### src/rtl/word_serializer_pkg.sv
// Shared definitions for the serial sequence-detector path: state encoding and
// a counter-width helper.
package word_serializer_pkg;

  typedef enum logic [0:0] {
    ST_IDLE  = 1'b0,
    ST_SHIFT = 1'b1
  } state_t;

  // Counter width for a range of n values, never narrower than one bit.
  function automatic int unsigned cnt_width(input int unsigned n);
    return (n <= 32'd2) ? 32'd1 : $clog2(n);
  endfunction

endpackage

### src/rtl/word_serializer_bit_timer.sv
// Per-bit hold timer: a down-counter that marks the first and last cycle of each
// serial bit, plus a one-cycle look-ahead so the parent can register its strobes.
module bit_timer
  import word_serializer_pkg::*;
#(
  parameter int BIT_CYCLES = 1
) (
  input  logic clk,
  input  logic rst,
  input  logic run,
  input  logic run_next,
  output logic bit_end,
  output logic bit_start_next,
  output logic bit_end_next
);

  localparam int CW = cnt_width(BIT_CYCLES);
  localparam logic [CW-1:0] RELOAD = CW'(BIT_CYCLES - 1);

  logic [CW-1:0] cnt;
  logic [CW-1:0] cnt_next;

  // Count down while a bit is held; reload when a new bit (or word) starts.
  always_comb begin
    cnt_next = RELOAD;
    if (run && run_next && (cnt != {CW{1'b0}})) begin
      cnt_next = cnt - CW'(1);
    end else begin
      cnt_next = RELOAD;
    end
  end

  // Counter register.
  always_ff @(posedge clk) begin
    if (rst) begin
      cnt <= RELOAD;
    end else begin
      cnt <= cnt_next;
    end
  end

  assign bit_end        = run && (cnt == {CW{1'b0}});
  assign bit_start_next = run_next && (cnt_next == RELOAD);
  assign bit_end_next   = run_next && (cnt_next == {CW{1'b0}});

endmodule

### src/rtl/word_serializer.sv
// Parallel-to-serial front end: valid/ready word input, one-entry holding buffer,
// registered serial output w with bit_strobe / word_done markers.
module word_serializer
  import word_serializer_pkg::*;
#(
  parameter int   WIDTH      = 8,
  parameter int   BIT_CYCLES = 1,
  parameter bit   MSB_FIRST  = 1'b1,
  parameter logic IDLE_BIT   = 1'b0
) (
  input  logic             Clk,
  input  logic             Rst,
  input  logic [WIDTH-1:0] din,
  input  logic             din_valid,
  output logic             din_ready,
  output logic             w,
  output logic             bit_strobe,
  output logic             word_done,
  output logic             busy
);

  localparam int IW = cnt_width(WIDTH);
  localparam logic [IW-1:0] LAST_IDX = IW'(WIDTH - 1);

  state_t           state, state_next;
  logic             buf_full, buf_full_next;
  logic [WIDTH-1:0] buf_data, buf_data_next;
  logic [WIDTH-1:0] sh, sh_next;
  logic [IW-1:0]    bit_idx, bit_idx_next;
  logic             w_next, strobe_next, done_next;
  logic             accept, bit_end, word_end, slot_free;
  logic             load_buf, load_din, load, advance;
  logic             bit_start_next, bit_end_next;

  // The shifter always sends from its top bit, so LSB-first words are reversed on load.
  function automatic logic [WIDTH-1:0] send_order(input logic [WIDTH-1:0] d);
    logic [WIDTH-1:0] r;
    for (int i = 0; i < WIDTH; i++) begin
      r[i] = MSB_FIRST ? d[i] : d[WIDTH-1-i];
    end
    return r;
  endfunction

  assign din_ready = ~buf_full;
  assign busy      = (state == ST_SHIFT) | buf_full;
  assign accept    = din_valid & ~buf_full;
  assign word_end  = (state == ST_SHIFT) & bit_end & (bit_idx == LAST_IDX);
  assign slot_free = (state == ST_IDLE) | word_end;
  assign load_buf  = slot_free & buf_full;
  assign load_din  = slot_free & ~buf_full & accept;
  assign load      = load_buf | load_din;
  assign advance   = (state == ST_SHIFT) & bit_end & ~word_end;

  bit_timer #(.BIT_CYCLES(BIT_CYCLES)) u_bit_timer (
    .clk            (Clk),
    .rst            (Rst),
    .run            (state == ST_SHIFT),
    .run_next       (state_next == ST_SHIFT),
    .bit_end        (bit_end),
    .bit_start_next (bit_start_next),
    .bit_end_next   (bit_end_next)
  );

  // State register.
  always_ff @(posedge Clk) begin
    if (Rst) begin
      state <= ST_IDLE;
    end else begin
      state <= state_next;
    end
  end

  // Next-state logic: stay in SHIFT across word boundaries while a word is available.
  always_comb begin
    state_next = state;
    case (state)
      ST_IDLE: begin
        if (load) state_next = ST_SHIFT;
        else      state_next = ST_IDLE;
      end
      ST_SHIFT: begin
        if (word_end && !load) state_next = ST_IDLE;
        else                   state_next = ST_SHIFT;
      end
      default: state_next = ST_IDLE;
    endcase
  end

  // Buffer, shifter and output next values.
  always_comb begin
    buf_full_next = buf_full;
    buf_data_next = buf_data;
    sh_next       = sh;
    bit_idx_next  = bit_idx;
    if (load_buf) begin
      buf_full_next = 1'b0;
    end else begin
      buf_full_next = buf_full;
    end
    if (accept && !load_din) begin
      buf_full_next = 1'b1;
      buf_data_next = din;
    end else begin
      buf_data_next = buf_data;
    end
    if (load_buf) begin
      sh_next      = send_order(buf_data);
      bit_idx_next = {IW{1'b0}};
    end else if (load_din) begin
      sh_next      = send_order(din);
      bit_idx_next = {IW{1'b0}};
    end else if (advance) begin
      sh_next      = {sh[WIDTH-2:0], 1'b0};
      bit_idx_next = bit_idx + IW'(1);
    end else if (word_end) begin
      bit_idx_next = {IW{1'b0}};
    end else begin
      bit_idx_next = bit_idx;
    end
    w_next      = (state_next == ST_SHIFT) ? sh_next[WIDTH-1] : IDLE_BIT;
    strobe_next = bit_start_next;
    done_next   = bit_end_next & (bit_idx_next == LAST_IDX);
  end

  // Datapath and output registers.
  always_ff @(posedge Clk) begin
    if (Rst) begin
      buf_full   <= 1'b0;
      buf_data   <= {WIDTH{1'b0}};
      sh         <= {WIDTH{1'b0}};
      bit_idx    <= {IW{1'b0}};
      w          <= IDLE_BIT;
      bit_strobe <= 1'b0;
      word_done  <= 1'b0;
    end else begin
      buf_full   <= buf_full_next;
      buf_data   <= buf_data_next;
      sh         <= sh_next;
      bit_idx    <= bit_idx_next;
      w          <= w_next;
      bit_strobe <= strobe_next;
      word_done  <= done_next;
    end
  end

endmodule

### config.mk
export PLATFORM = sky130hd
export DESIGN_NAME = word_serializer
export DESIGN_NICKNAME = d
export VERILOG_FILES = /design/src/rtl/word_serializer_pkg.sv /design/src/rtl/word_serializer_bit_timer.sv /design/src/rtl/word_serializer.sv
export SDC_FILE = /design/constraint.sdc
export NUM_CORES = 1
export LEC_CHECK = 0
export ABC_AREA = 1
export CORE_ASPECT_RATIO = 0.8
export CORE_MARGIN = 5
export CORE_UTILIZATION = 25
export CTS_CLUSTER_SIZE = 28
export DETAILED_ROUTE_END_ITERATION = 8
export HOLD_SLACK_MARGIN = 0.12
export SLEW_MARGIN = 25
export SYNTH_ARGS = -nofsm -noshare
export SYNTH_HDL_FRONTEND = slang
export SYNTH_HIERARCHICAL = 1
export SYNTH_SLANG_ARGS = --single-unit
export TNS_END_PERCENT = 100
### constraint.sdc
create_clock -name Clk -period 2 [get_ports Clk]
set_input_delay 0.3 -clock Clk [delete_from_list [all_inputs] [get_ports Clk]]
set_output_delay 0.3 -clock Clk [all_outputs]
set_load 0.01 [all_outputs]
Yosys cells after proc, flatten, opt, wreduce, memory -nomap -nowiden --
Index checks and enable logic that the tools add are counted.
Word-level totals: register bits 25, input port bits 11, output and inout port bits 5, logic and storage cells 55
Operators by class: add/sub/neg operators 2, equality and inequality tests 2, multiplexer cells 13, bitwise gates (word level) 17, reduce and logical (&&, ||, !) cells 11
Operators by type and width (number):
- $mux W8 | 3
- $mux W3 | 4
- $and A1 B1 Y1 | 8
- $eq A3 B3 Y1 const B | 2
- $logic_and A1 B1 Y1 | 6
- $not A1 Y1 | 6
- $mux W1 | 5
- $add A3 B1 Y3 const B | 1
- $or A1 B1 Y1 | 3
- $reduce_bool A3 Y1 | 1
- $logic_not A1 Y1 | 2
- $pmux W1 S2 | 1
- $reduce_bool A2 Y1 | 1
- $reduce_or A2 Y1 | 1
- $sub A1 B1 Y1 const B | 1

Depth between registers and ports, before layout --
word-level depth 18, gate-level depth with buffers 10

By module --
Netlist, hierarchy kept.
Modules (own cells, without submodules):
- word_serializer | instances 1, cells an instance 159, area an instance 1122.3 um^2
- bit_timer | instances 1, cells an instance 6, area an instance 45.0 um^2

Worst setup path after synthesis --
Ideal clock, no wire load.
kind register -> register, from register bit_idx[0], to register word_done, library setup time 0.065 ns, arrival time 1.559 ns, required time 1.935 ns, setup slack 0.376 ns, cell stages (with the launch flop) 11, path buffers 2, clock period less this slack 1.624 ns, path through dfxtp_1 > ha_1 > ha_1 > nand2_1 > nand2_2 > buf_4 > nand2_1 > clkbuf_1 > nand2_1 > nand3b_1 > nor2_1
On the way: cells in the longest elaborated chain, start to end 16
RTL lines:
- from (decl) | line word_serializer.sv:29 | logic [IW-1:0] bit_idx, bit_idx_next;
- from (signal assigned) | line word_serializer.sv:131 | bit_idx <= {IW{1'b0}};
- from (signal assigned) | line word_serializer.sv:139 | bit_idx <= bit_idx_next;
- $eq A3 B3 Y1 * | line word_serializer.sv:47 | assign word_end = (state == ST_SHIFT) & bit_end & (bit_idx == LAST_IDX);
- $and A1 B1 Y1 * | line word_serializer.sv:47
- $or A1 B1 Y1 | line word_serializer.sv:48 | assign slot_free = (state == ST_IDLE) | word_end;
- $and A1 B1 Y1 (2 in series) | line word_serializer.sv:50 | assign load_din = slot_free & ~buf_full & accept;
- $or A1 B1 Y1 | line word_serializer.sv:51 | assign load = load_buf | load_din;
- $logic_not A1 Y1 | line word_serializer.sv:82 | if (word_end && !load) state_next = ST_IDLE;
- $logic_and A1 B1 Y1 | line word_serializer.sv:82
- $mux W1 | line word_serializer.sv:82
- $pmux W1 S2 * | line word_serializer.sv:76 | case (state)
- net state_next | line word_serializer.sv:25 | state_t state, state_next;
- $logic_and A1 B1 Y1 (2 in series) | line word_serializer_bit_timer.sv:26 | if (run && run_next && (cnt != {CW{1'b0}})) begin
- $mux W1 | line word_serializer_bit_timer.sv:26
- $not A1 Y1 | line word_serializer_bit_timer.sv:44 | assign bit_end_next = run_next && (cnt_next == {CW{1'b0}});
- $logic_and A1 B1 Y1 * | line word_serializer_bit_timer.sv:44
- net bit_end_next | line word_serializer.sv:33 | logic bit_start_next, bit_end_next;
- $and A1 B1 Y1 * | line word_serializer.sv:122 | done_next = bit_end_next & (bit_idx_next == LAST_IDX);
- to (signal assigned) | line word_serializer.sv:142 | word_done <= done_next;
- to (decl) | line word_serializer.sv:18 | output logic word_done,
Mark *: on every way through the listed nets, which the timed path passes. The rest lies on a longest branch. A chain may end at the register's enable or synchronous reset.

Worst setup path after layout --
from register buf_full, to output port busy
On the way: cells in the longest elaborated chain, start to end 1
RTL lines:
- from (decl) | line word_serializer.sv:26 | logic buf_full, buf_full_next;
- from (signal assigned) | line word_serializer.sv:136 | buf_full <= buf_full_next;
- $or A1 B1 Y1 | line word_serializer.sv:45 | assign busy = (state == ST_SHIFT) | buf_full;
- to (decl) | line word_serializer.sv:19 | output logic busy
Every way passes these cells.

==> run metrics <==
Synthesis Warnings=6; global-route wire length before repair=4574 um; unrepaired setup endpoints after global routing=false; n_diodes=0; Startpoint Class=flop; syn_area_per_cell=7.075 um^2; Syn Std Cell Area=1167 um^2; Pleak=0.6329 nW; GRT Total Usage=9.363%; R2R depth=9; die width=86.40 um; maximum VDD drop=438.8 uV; routed vias/inst=4.218; Hold/Removal Path Class=reg2reg; # rows=22; Starting Density=25.70%; part of the power in registers=53.9%; PortBufs=15; drt initial violations=66; fin crit share=88.87%; synth unique cells=25; leading cell type in the layout, fill and taps excluded=nand2_1; post-synth top area share=42.87%; Syn-to-layout area delta=20.36%; Final Hold Viols=0; Max Fclk=0.5626 GHz; design area=1405 um^2; Hold Path Stages=2; GP Congestion=0.7488; max-cap violations=0; Core ar.=4542 um^2; grt ovf=0; top post-synthesis cells by area=dfxtp_1, nand2_1, nor2_1, nand3_1, o21ai_0; root buffer cell=clkbuf_8; clk buf depth=2; Nets=193; vias post-DR=1008; cts bufs inserted=3; post-synth top area cell=dfxtp_1; # IOs=16; Syn Inst Count=165; reg-to-reg critical path endpoint=sh[2]; DP Area=1355 um^2; Net Switching=0.0002831 W; Max FO, Critical Path=11; Worst Path Required=1.70 ns; register area share after synthesis=42.87%; DR pass1 iterations=4; Num Clock Sinks=25; total routed wirelength=2621 um; CP Data Arrival Time=1.48 ns; switch share=27.75%; Setup Skew=0.003883 ns; run status=completed; flops & latches, synth=25; vias in the first global route=905; worst-skew pair later-pin latency=0.27 ns; most frequent cells in the layout=nand2_1, nor2_1, dfxtp_1; Non-Filler Instances=239; flop-to-flop setup slack=0.27 ns; initial antenna violation count=0; Clk pwr share=30.8%; Post-DP HPWL=1872 um; Routed Antenna Nets=0; Die Ht=71.12 um; CTS tree=built; Final setup viols=0; worst hold start=buf_data[7]; largest net degree at the start of global routing=19; CP Class=reg2out; Routed WL per cell=10.97 um; Pint=0.0007372 W; Cell Pwr Density=726.2 nW/um^2; post-route DRC violation count=0; Placed Instances=235; max-slew violations=0; fin crit period=1.777 ns; setup_tns=0 ns; share of cells above drive strength 1=8.939%; reg2reg start=bit_idx[0]; CP endpoint kind=primary output; syn nets=178; WHS Endpoint=buf_data[7]; die area=6145 um^2; CTS H-Tree Depth=1; power share of the combinational group=15.3%; clock slew at reported path FFs=0.09 ns
## how the worst max path moves through the flow
stage	startpoint	to	slack, ns	depth (start not counted)
after floorplan	bit_idx[0]	word_done	0.38	10
after global placement	din_valid	buf_data[5]	0.17	7
after detailed placement	din_valid	buf_data[5]	0.14	7
after CTS	buf_full	busy	0.05	2
after global routing	state	sh[3]	0.07	9
final	buf_full	busy	0.22	2
## metal layers
metal / vias to the layer above / GRT usage, % / share of wire, %
met3: 2 / 2.794 / 3.1
met2: 15 / 11.97 / 38
met1: 443 / 14.65 / 58
met4: 0 / 2.595 / 0.72
met5: - / 0 / 0
li1: 548 / - / -
## repair_timing
item,4_1_cts,5_1_grt
hold buffers,0,0
resized for setup,0,1
setup endpoints to repair,0,1
setup buffers,0,0
## worst max-delay path: stages, from the launching register on
cell,delay (ns)
dfxtp_2,0.41
or2_2,0.31
clkdlybuf4s50_1,0.48
## flip-flops by register name (all words and copies together) (netlist names)
name and cells:
word_done 1, state 1, bit_idx 3, sh 8, buf_full 1, u_bit_timer/cnt 1, w 1, buf_data 8
bit_strobe 1
## kinds of logic after synthesis
kind of cell	share of synthesized area (%)
AOI/OAI and AO/OA	9.647
other	0.3212
adders and majority gates	2.143
buffers and inverters	9.646
and+or+nand+nor	35.37
DFF	42.87
## per-stage QoR
stage	util (%)	power (W)	hold slack, ns	worst slack, ns
6_report	30.94	0.001020	0.4935	0.2225
5_1_grt	30.94	0.001083	0.5100	0.07454
4_1_cts	30.91	0.001027	0.4938	0.05164
3_5_place_dp	29.83	0.0007159	0.4717	0.1357
3_3_place_gp	29.83	0.0007139	0.4660	0.1738
2_1_floorplan	-	0.0006654	0.3694	0.3762
## layout make-up
class | count | area (um^2)
Clock buffer | 3 | 41.29
Multi-Input combinational cell | 116 | 554.3
Timing Repair Buffer | 16 | 157.7
Sequential cell | 25 | 501.7
Fill cell | 500 | 3137
Tap cell | 60 | 75.07
Inverter | 18 | 67.56
Clock inverter | 1 | 7.507
## power groups by stage
stage	sequential, W	combinational, W	clock [W]
3_3_place_gp	0.000561	0.000153	0
6_report	0.000550	0.000156	0.000314
4_1_cts	0.000550	0.000156	0.000322
3_5_place_dp	0.000561	0.000155	0
5_1_grt	0.000555	0.000177	0.000351
2_1_floorplan	0.000556	0.000109	0
## Yosys cell counts, drive strengths merged
library cell / n
o21ai: 18
inv: 18
buf: 4
ha: 2
and3: 1
a21oi: 2
nand4: 1
or2: 1
nand3: 17
nor3: 1
nor2: 32
conb: 1
a31oi: 1
nand3b: 1
dfxtp: 25
clkbuf: 2
nand2: 37
o22ai: 1
No activity file was read; power rests on OpenSTA's default activity.
